**src/rtl/relm_div_seq.sv**
```systemverilog
// relm_div_seq: self-sequencing restoring divider, STEPS quotient bits per clock, start/busy/done handshake.
// Define RELM_DIV_SIGNED_EN to honour signed_in (abs-value load stage and sign fixup); otherwise operands are unsigned.
`timescale 1ns/1ps

module relm_div_seq #(
  parameter int WD    = 32,
  parameter int STEPS = 2
) (
  input  logic          clk,
  input  logic          rst,
  input  logic          start_in,
  input  logic          signed_in,
  input  logic [WD-1:0] n_in,
  input  logic [WD-1:0] d_in,
  output logic [WD-1:0] q_out,
  output logic [WD-1:0] r_out,
  output logic          done_out,
  output logic          retry_out
);

  localparam int K  = WD / STEPS;
  localparam int CW = (K > 1) ? $clog2(K) : 1;
  localparam logic [CW-1:0] CNT_LOAD = CW'(K - 1);
  localparam logic [CW-1:0] CNT_ONE  = CW'(1);

  typedef enum logic [1:0] {
    IDLE = 2'd0,
    RUN  = 2'd1,
    FIX  = 2'd2
  } state_t;

  state_t        state;
  state_t        next_state;

  logic [WD-1:0] n_reg;
  logic [WD-1:0] d_reg;
  logic [WD-1:0] r_reg;
  logic [CW-1:0] cnt;
  logic          div_zero;

  logic          d_is_zero;
  logic [WD-1:0] n_load;
  logic [WD-1:0] d_load;
  logic [WD-1:0] q_fix;
  logic [WD-1:0] r_fix;

  logic [WD-1:0] n_step;
  logic [WD-1:0] r_step;
  logic [WD:0]   rem;
  logic [WD:0]   diff;

  assign d_is_zero = (d_in == '0);
  assign retry_out = (state != IDLE);

`ifdef RELM_DIV_SIGNED_EN
  logic n_sign;
  logic d_sign;
  logic q_neg;
  logic r_neg;

  always_comb begin
    n_sign = signed_in & n_in[WD-1];
    d_sign = signed_in & d_in[WD-1];
    n_load = n_sign ? (-n_in) : n_in;
    d_load = d_sign ? (-d_in) : d_in;
    q_fix  = q_neg ? (-n_reg) : n_reg;
    r_fix  = r_neg ? (-r_reg) : r_reg;
  end

  always_ff @(posedge clk) begin
    if (rst) begin
      q_neg <= 1'b0;
      r_neg <= 1'b0;
    end else if (state == IDLE && start_in) begin
      q_neg <= n_sign ^ d_sign;
      r_neg <= n_sign;
    end
  end
`else
  logic unused_signed_in;

  assign unused_signed_in = signed_in;

  always_comb begin
    n_load = n_in;
    d_load = d_in;
    q_fix  = n_reg;
    r_fix  = r_reg;
  end
`endif

  // Quotient bits shift into the vacated LSBs of n_reg, so n_reg ends up holding the quotient magnitude.
  always_comb begin
    n_step = n_reg;
    r_step = r_reg;
    rem    = '0;
    diff   = '0;
    for (int s = 0; s < STEPS; s++) begin
      rem    = {r_step, n_step[WD-1]};
      diff   = rem - {1'b0, d_reg};
      n_step = {n_step[WD-2:0], ~diff[WD]};
      r_step = diff[WD] ? rem[WD-1:0] : diff[WD-1:0];
    end
  end

  always_comb begin
    next_state = state;
    case (state)
      IDLE: if (start_in) next_state = d_is_zero ? FIX : RUN;
      RUN:  if (cnt == '0) next_state = FIX;
      FIX:  next_state = IDLE;
      default: next_state = IDLE;
    endcase
  end

  always_ff @(posedge clk) begin
    if (rst) state <= IDLE;
    else     state <= next_state;
  end

  // Divide by zero keeps the raw dividend in n_reg so FIX can return it unmodified.
  always_ff @(posedge clk) begin
    if (rst) begin
      n_reg    <= '0;
      d_reg    <= '0;
      r_reg    <= '0;
      cnt      <= '0;
      div_zero <= 1'b0;
      q_out    <= '0;
      r_out    <= '0;
      done_out <= 1'b0;
    end else begin
      done_out <= 1'b0;
      case (state)
        IDLE: begin
          if (start_in) begin
            div_zero <= d_is_zero;
            n_reg    <= d_is_zero ? n_in : n_load;
            d_reg    <= d_load;
            r_reg    <= '0;
            cnt      <= CNT_LOAD;
          end
        end
        RUN: begin
          n_reg <= n_step;
          r_reg <= r_step;
          cnt   <= cnt - CNT_ONE;
        end
        FIX: begin
          done_out <= 1'b1;
          q_out    <= div_zero ? '1 : q_fix;
          r_out    <= div_zero ? n_reg : r_fix;
        end
        default: begin
        end
      endcase
    end
  end

endmodule

```
**config.mk**
```make
export PLATFORM = sky130hd
export DESIGN_NAME = relm_div_seq
export DESIGN_NICKNAME = d
export VERILOG_FILES = /design/src/rtl/relm_div_seq.sv
export SDC_FILE = /design/constraint.sdc
export NUM_CORES = 1
export LEC_CHECK = 0
export ABC_CLOCK_PERIOD_IN_PS = 11200
export BUFFER_PORTS_ARGS = -buffer_cell sky130_fd_sc_hd__buf_2
export CAP_MARGIN = 25
export CORE_MARGIN = 2
export CORE_UTILIZATION = 25
export DETAILED_ROUTE_END_ITERATION = 16
export PLACE_DENSITY_LB_ADDON = 0.15
export SYNTH_ARGS = -nofsm -noshare
export SYNTH_HDL_FRONTEND = slang
export SYNTH_SLANG_ARGS = --single-unit
```
**constraint.sdc**
```tcl
create_clock -name clk -period 11.2 [get_ports clk]
set_input_delay 1.68 -clock clk [delete_from_list [all_inputs] [get_ports clk]]
set_output_delay 1.68 -clock clk [all_outputs]
set_load 0.02 [all_outputs]
```
==> flow_metrics.env, run 1 <==
export IMPL_synth_edff_count=0
export IMPL_die_h_um=209.5
export IMPL_p_leak_nw=4.951
export IMPL_hpwl_mm=26.63
export IMPL_clk_path_buf_depth=2
export IMPL_antenna_found_initial=7
export IMPL_first_global_vias=9783
export IMPL_synth_distinct_cells=69
export IMPL_grt_overflow_total=0
export IMPL_slew_viol_final=0
export IMPL_ir_worst_vdd_mv=0.2732
export IMPL_routed_via_density=4.958
export IMPL_nets=1599
export IMPL_syn_cell_area_um2=10560
export IMPL_drive_gt1_share_pct=14.15
export IMPL_rsz0062_at_grt="no"
export IMPL_die_area_um2=43890
export IMPL_final_util_pct=29.38
export IMPL_coreArea_um2=41850
export IMPL_antenna_left=0
export IMPL_cts_clk_slew_worst_paths_ns=0.08
export IMPL_crit_fanout=46
export IMPL_insertion_delay_ns=0.45
export IMPL_period_share_pct=63.68
export IMPL_ios=134
export IMPL_cts_buffers=17
export IMPL_wl_per_cell_um=17.88
export IMPL_die_x_um=209.5
export IMPL_drc_errors=0
export IMPL_ys_async_sr_fraction_pct=0
export IMPL_status="completed"
export IMPL_grt_max_degree=97
export IMPL_avgSynthCellArea_um2=7.627
export IMPL_cts_setup_buffers=0
export IMPL_hold_buffers=0
export IMPL_cts_root_buf="clkbuf_16"
export IMPL_htree_levels=4
export IMPL_rows=75
export IMPL_ys_seq_elements=168
export IMPL_first_iter_violations=624
export IMPL_fmax_ghz=0.1402
export IMPL_cts_sinks=168
export IMPL_n_fill_cell=4615
export IMPL_syn_inst=1384
export IMPL_tns_ns=0
export IMPL_start_kind="flop"
export IMPL_cts_tree="done"
export IMPL_cp_arrival_ns=7.45
export IMPL_setup_viol=0
export IMPL_critical_path_class="reg -> reg"
export IMPL_seq_area_frac_synth_pct=31.86
export IMPL_end_kind="flop"
export IMPL_vias=10000
export IMPL_cts_resized_gates=0
export IMPL_cap_violations=0
export IMPL_area_delta_synth_final_pct=16.46
export IMPL_fin_crit_ns=7.132
export IMPL_routed_wl_mm=36.07
export IMPL_hold_path_class="reg -> reg"
export IMPL_pwr_density_cell_nw_per_um2=288.0
export IMPL_syn_num_nets=1519
export IMPL_start_util_pct=25.22
export IMPL_synth_flop_cell="dfxtp_1"
export IMPL_power_mw=3.541
export IMPL_relSlewSlack_pct=33.68
export IMPL_required_ns=11.52
export IMPL_portBuffers=132
export IMPL_worst_slew_pin_slew_ns=0.9948
export IMPL_ys_warnings_count=0
export IMPL_hold_violations=0
export IMPL_firstDrtPassIters=4
export IMPL_place_congestion=0.8577
export IMPL_grtUsageTotal_pct=16.43
export IMPL_grt_pass1_wl_mm=56.38
export IMPL_final_setup_skew_ns=0.01567
[final cells by class]
class / instances / area [µm²] / share of cell area [%]
antenna: 1 / 2.502 / 0.02035
clock buffer: 18 / 429.2 / 3.491
clock inverter: 14 / 167.7 / 1.364
inverter: 55 / 206.4 / 1.679
multi-input combinational: 1076 / 6681 / 54.35
timing repair buffer: 146 / 768.2 / 6.249
tap: 539 / 674.4 / 5.485
sequential: 168 / 3364 / 27.37
[report_power, final]
group	switching (mW)	internal, mW
clock network	0.283	0.335
logic	1.34	0.880
registers	0.0551	0.648
[synth_stat cells (4+ instances only)]
library cell | number | share of area, %
inv_1 | 55 | 2.0
o21bai_1 | 11 | 0.78
a21oi_1 | 96 | 4.6
ha_1 | 65 | 7.7
and2_1 | 4 | 0.24
mux2i_1 | 46 | 4.4
dfxtp_1 | 168 | 32
a21o_1 | 19 | 1.4
and3_1 | 8 | 0.47
buf_1 | 15 | 0.53
o21a_1 | 10 | 0.71
xor2_1 | 16 | 1.3
a311oi_1 | 34 | 2.8
a32oi_1 | 6 | 0.50
nand2b_1 | 8 | 0.47
nor3_1 | 76 | 3.6
nor4_1 | 11 | 0.65
clkbuf_1 | 60 | 2.1
a31o_2 | 4 | 0.33
a21boi_0 | 4 | 0.28
o21ai_0 | 51 | 2.4
o31ai_1 | 7 | 0.50
o211ai_1 | 10 | 0.71
a211oi_1 | 43 | 3.1
mux2_2 | 7 | 0.75
a31oi_1 | 7 | 0.41
nor2_1 | 137 | 4.9
nand4_1 | 8 | 0.47
nand2_1 | 241 | 8.6
nor2b_1 | 7 | 0.41
xnor2_1 | 36 | 3.0
o21ai_1 | 21 | 1.0
buf_2 | 7 | 0.33
nand3_1 | 31 | 1.5
[path summary, 6_finish.rpt]
path	end	slack [ns]	startpoint	depth (start not counted)
max	r_fix[18]$_SDFFE_PP0P_	4.07	n_reg[31]$_SDFFE_PP0P_	25
min	d_reg[26]$_SDFFE_PP0P_	0.46	d_reg[26]$_SDFFE_PP0P_	2
max reg2reg	r_fix[18]$_SDFFE_PP0P_	4.07	n_reg[31]$_SDFFE_PP0P_	25
min reg2reg	d_reg[26]$_SDFFE_PP0P_	0.46	d_reg[26]$_SDFFE_PP0P_	2
[placed cells by master, fill, tap and decap left out, types with 4 or more instances in the layout]
cell type,instances
nand2_1,241
dfxtp_1,167
nor2_1,136
buf_2,131
a21oi_1,96
nor3_1,76
ha_1,65
inv_1,55
o21ai_0,51
mux2i_1,46
a211oi_1,43
xnor2_1,36
a311oi_1,34
nand3_1,31
o21ai_1,21
a21o_1,19
clkbuf_16,17
xor2_1,16
buf_4,15
o21bai_1,11
nor4_1,11
o211ai_1,10
o21a_1,10
and3_1,8
nand4_1,8
o31ai_1,7
a31oi_1,7
mux2_2,7
nand2b_1,6
a32oi_1,6
nor2b_1,5
and2_1,4
a21boi_0,4
a31o_2,4
[cell families after synthesis]
logic type | after synthesis | share of synthesized area (%)
AOI/OAI and AO/OA | 351 | 22.09
buffers and inverters | 140 | 5.168
xor gates and xnor gates | 56 | 5.037
muxes | 54 | 5.322
adders and majority gates | 67 | 8.083
and+or+nand+nor | 548 | 22.44
DFF | 168 | 31.86
[metrics by stage]
stage / hold WS (ns) / area, µm² / instances / worst slack (ns)
after global placement: 0.4445 / 11700 / 1984 / 4.017
after CTS: 0.4593 / 12290 / 2016 / 3.949
after floorplan: 0.4363 / 10560 / 1384 / 5.869
final: 0.4555 / 12290 / 2017 / 4.068
after global routing: 0.4759 / 12290 / 2016 / 3.462
after detailed placement: 0.4486 / 11700 / 1984 / 3.990
[critical path, cell delays in order, from the launching register on]
cell,delay (ns)
dfxtp_1,0.39
inv_1,0.09
ha_1,0.16
inv_1,0.05
fa_1,0.42
a211oi_2,0.23
o21bai_1,0.16
o311a_2,0.40
o31ai_4,0.33
o21ai_4,0.15
xnor2_2,0.13
buf_4,0.40
o21ai_0,0.28
fa_1,0.51
a211oi_1,0.28
o21a_1,0.22
nand2_1,0.09
a31oi_1,0.22
buf_4,0.20
o21a_1,0.18
o21ai_0,0.23
a31o_2,0.41
xnor2_4,0.61
buf_4,0.40
mux2i_1,0.34
o21ai_1,0.09
[layer usage]
metal / track usage (%) / vias up / share of wire (%)
li1: - / 5089 / -
met5: 0 / - / 0.17
met1: 23.37 / 4672 / 50
met4: 4.598 / 8 / 1.7
met3: 2.873 / 41 / 4.3
met2: 25.48 / 190 / 43
(Power assumes the default switching activity.)
==> run 2, diff against run 1 <==
- ABC_CLOCK_PERIOD_IN_PS: 11200 -> 6100
- clock period: 11.2 -> 6.1 ns (I/O delays scaled with it)
==> run 2 against run 1 <==
Compared with the run above:
- sequential power rose by 82%
- sequential share of layout area fell by 1.9 points
- final cell count rose by 5.1%
- count of clock-buffer cells in the layout fell by 1
- clock skew fell by 0.0038 ns
- final area rose by 7.3%
- power rose by 120%
- critical path type unchanged
==> flow_metrics.env, run 2 (synthesized netlist as in run 1, its figures left out) <==
export IMPL_portBuffers=132
export IMPL_antenna_left=0
export IMPL_p_leak_nw=5.494
export IMPL_setup_viol=0
export IMPL_slew_viol_final=0
export IMPL_drc_errors=0
export IMPL_wl_per_cell_um=17.75
export IMPL_worst_slew_pin_slew_ns=1.005
export IMPL_start_util_pct=25.22
export IMPL_routed_wl_mm=37.61
export IMPL_ff_latch_area_um2=3366
export IMPL_ir_worst_vdd_mv=0.3385
export IMPL_firstDrtPassIters=5
export IMPL_cts_sinks=168
export IMPL_first_global_vias=10260
export IMPL_crit_fanout=8
export IMPL_critical_path_class="reg -> reg"
export IMPL_cts_buffers=17
export IMPL_die_x_um=209.5
export IMPL_fin_crit_ns=5.868
export IMPL_relSlewSlack_pct=32.84
export IMPL_status="completed"
export IMPL_hpwl_mm=28.33
export IMPL_area_delta_synth_final_pct=25.01
export IMPL_grt_pass1_wl_mm=59.02
export IMPL_grtUsageTotal_pct=17.12
export IMPL_power_mw=7.680
export IMPL_grt_max_degree=76
export IMPL_cp_arrival_ns=6.24
export IMPL_nets=1702
export IMPL_rows=75
export IMPL_start_kind="flop"
export IMPL_first_iter_violations=585
export IMPL_hold_path_class="reg -> reg"
export IMPL_rsz0062_at_grt="yes"
export IMPL_antenna_found_initial=1
export IMPL_die_area_um2=43890
export IMPL_grt_overflow_total=0
export IMPL_coreArea_um2=41850
export IMPL_insertion_delay_ns=0.43
export IMPL_drive_gt1_share_pct=20.32
export IMPL_die_h_um=209.5
export IMPL_final_cell_mix="nand2_1 (241), dfxtp_1 (166), nor2_1 (136)"
export IMPL_cts_tree="done"
export IMPL_layout_commonest_cell="nand2_1"
export IMPL_place_congestion=0.8378
export IMPL_fmax_ghz=0.1704
export IMPL_clk_path_buf_depth=2
export IMPL_hold_violations=0
export IMPL_r2r_setup_slack_ns=0.23
export IMPL_routed_via_density=4.934
export IMPL_antenna_cells=0
export IMPL_hold_buffers=0
export IMPL_required_ns=6.48
export IMPL_vias=10460
export IMPL_ios=134
export IMPL_n_fill_cell=4535
export IMPL_cts_root_buf="clkbuf_16"
export IMPL_final_util_pct=31.53
export IMPL_multi_input_area_um2=6740
export IMPL_period_share_pct=96.19
export IMPL_cap_violations=0
export IMPL_cts_clk_slew_worst_paths_ns=0.07
export IMPL_htree_levels=4
export IMPL_final_setup_skew_ns=0.01182
export IMPL_end_kind="flop"
export IMPL_pwr_density_cell_nw_per_um2=582.0
[run 2: cell types whose count changed in the layout (fill, tap and decap cells not counted), sizes merged]
cell	before	now
inv	59	61
clkinvlp	2	0
clkinv	6	7
buf	146	249
clkbuf	18	17
diode	1	0
[run 2: layout make-up]
| class | count | share of cell area, % |
|---|---|---|
| clock buffers | 17 | 3.224 |
| clock inverters | 15 | 1.242 |
| inverters | 55 | 1.564 |
| multi-input cells | 1076 | 51.08 |
| flip-flops and latches | 168 | 25.50 |
| well taps | 539 | 5.110 |
| repair buffers | 249 | 12.28 |
[run 2: power by group]
group	switching (mW)	internal, mW	leakage (nW)
Combinational	2.76	2.50	3.82
Clock	0.526	0.615	0.296
Sequential	0.0886	1.19	1.37
Total	3.37	4.31	5.49
[run 2: final timing paths]
path                               start                endpoint  depth (start not counted)
hold reg to reg   d_reg[12]$_SDFFE_PP0P_  d_reg[12]$_SDFFE_PP0P_                          2
setup reg to reg  n_reg[31]$_SDFFE_PP0P_  r_fix[29]$_SDFFE_PP0P_                         27
setup / recovery  n_reg[31]$_SDFFE_PP0P_  r_fix[29]$_SDFFE_PP0P_                         27
hold / removal    d_reg[12]$_SDFFE_PP0P_  d_reg[12]$_SDFFE_PP0P_                          2
[run 2: through the flow]
stage / setup slack [ns] / hold WS (ns) / setup TNS, ns / std cells / cell area (µm²)
3_3_place_gp: 0.007365 / 0.4453 / 0 / 2084 / 12510
6_report: 0.2323 / 0.4544 / 0 / 2119 / 13200
3_5_place_dp: 0.03443 / 0.4470 / 0 / 2084 / 12510
5_1_grt: -0.01691 / 0.4793 / -0.02990 / 2119 / 13200
4_1_cts: 0.04409 / 0.4574 / 0 / 2116 / 13110
2_1_floorplan: 0.7686 / 0.4363 / 0 / 1384 / 10560
[run 2: what timing repair did]
item                                    4_1_cts  5_1_grt
pin swaps                                     0        5
buffers inserted                              0        2
gates resized for setup                       1       15
endpoints found under the setup margin        1       30
[run 2: critical path, stage by stage (launching register included)]
cell and delay (ns):
dfxtp_1 0.33, inv_1 0.06, ha_1 0.18, inv_1 0.06, fa_1 0.40, a211oi_2 0.22
o21bai_1 0.13, o311a_2 0.39, o31ai_4 0.37, o21ai_4 0.13, buf_4 0.17, xor2_4 0.15
buf_12 0.15, mux2_2 0.38, ha_4 0.30, and4_2 0.25, buf_4 0.12, nand2_1 0.07
a211oi_2 0.20, buf_4 0.16, or4_1 0.16, nand2_1 0.10, o31a_1 0.34, buf_4 0.16
o21bai_1 0.16, a211oi_1 0.10, or4_1 0.47, nand2_1 0.06
[run 2: layer usage]
metal / track usage (%) / part of all wire (%) / up-vias
li1: - / - / 5296
met1: 24.71 / 51 / 4930
met2: 27.17 / 44 / 201
met3: 2.454 / 3.3 / 26
met4: 3.375 / 0.96 / 2
met5: 0 / 0.035 / -
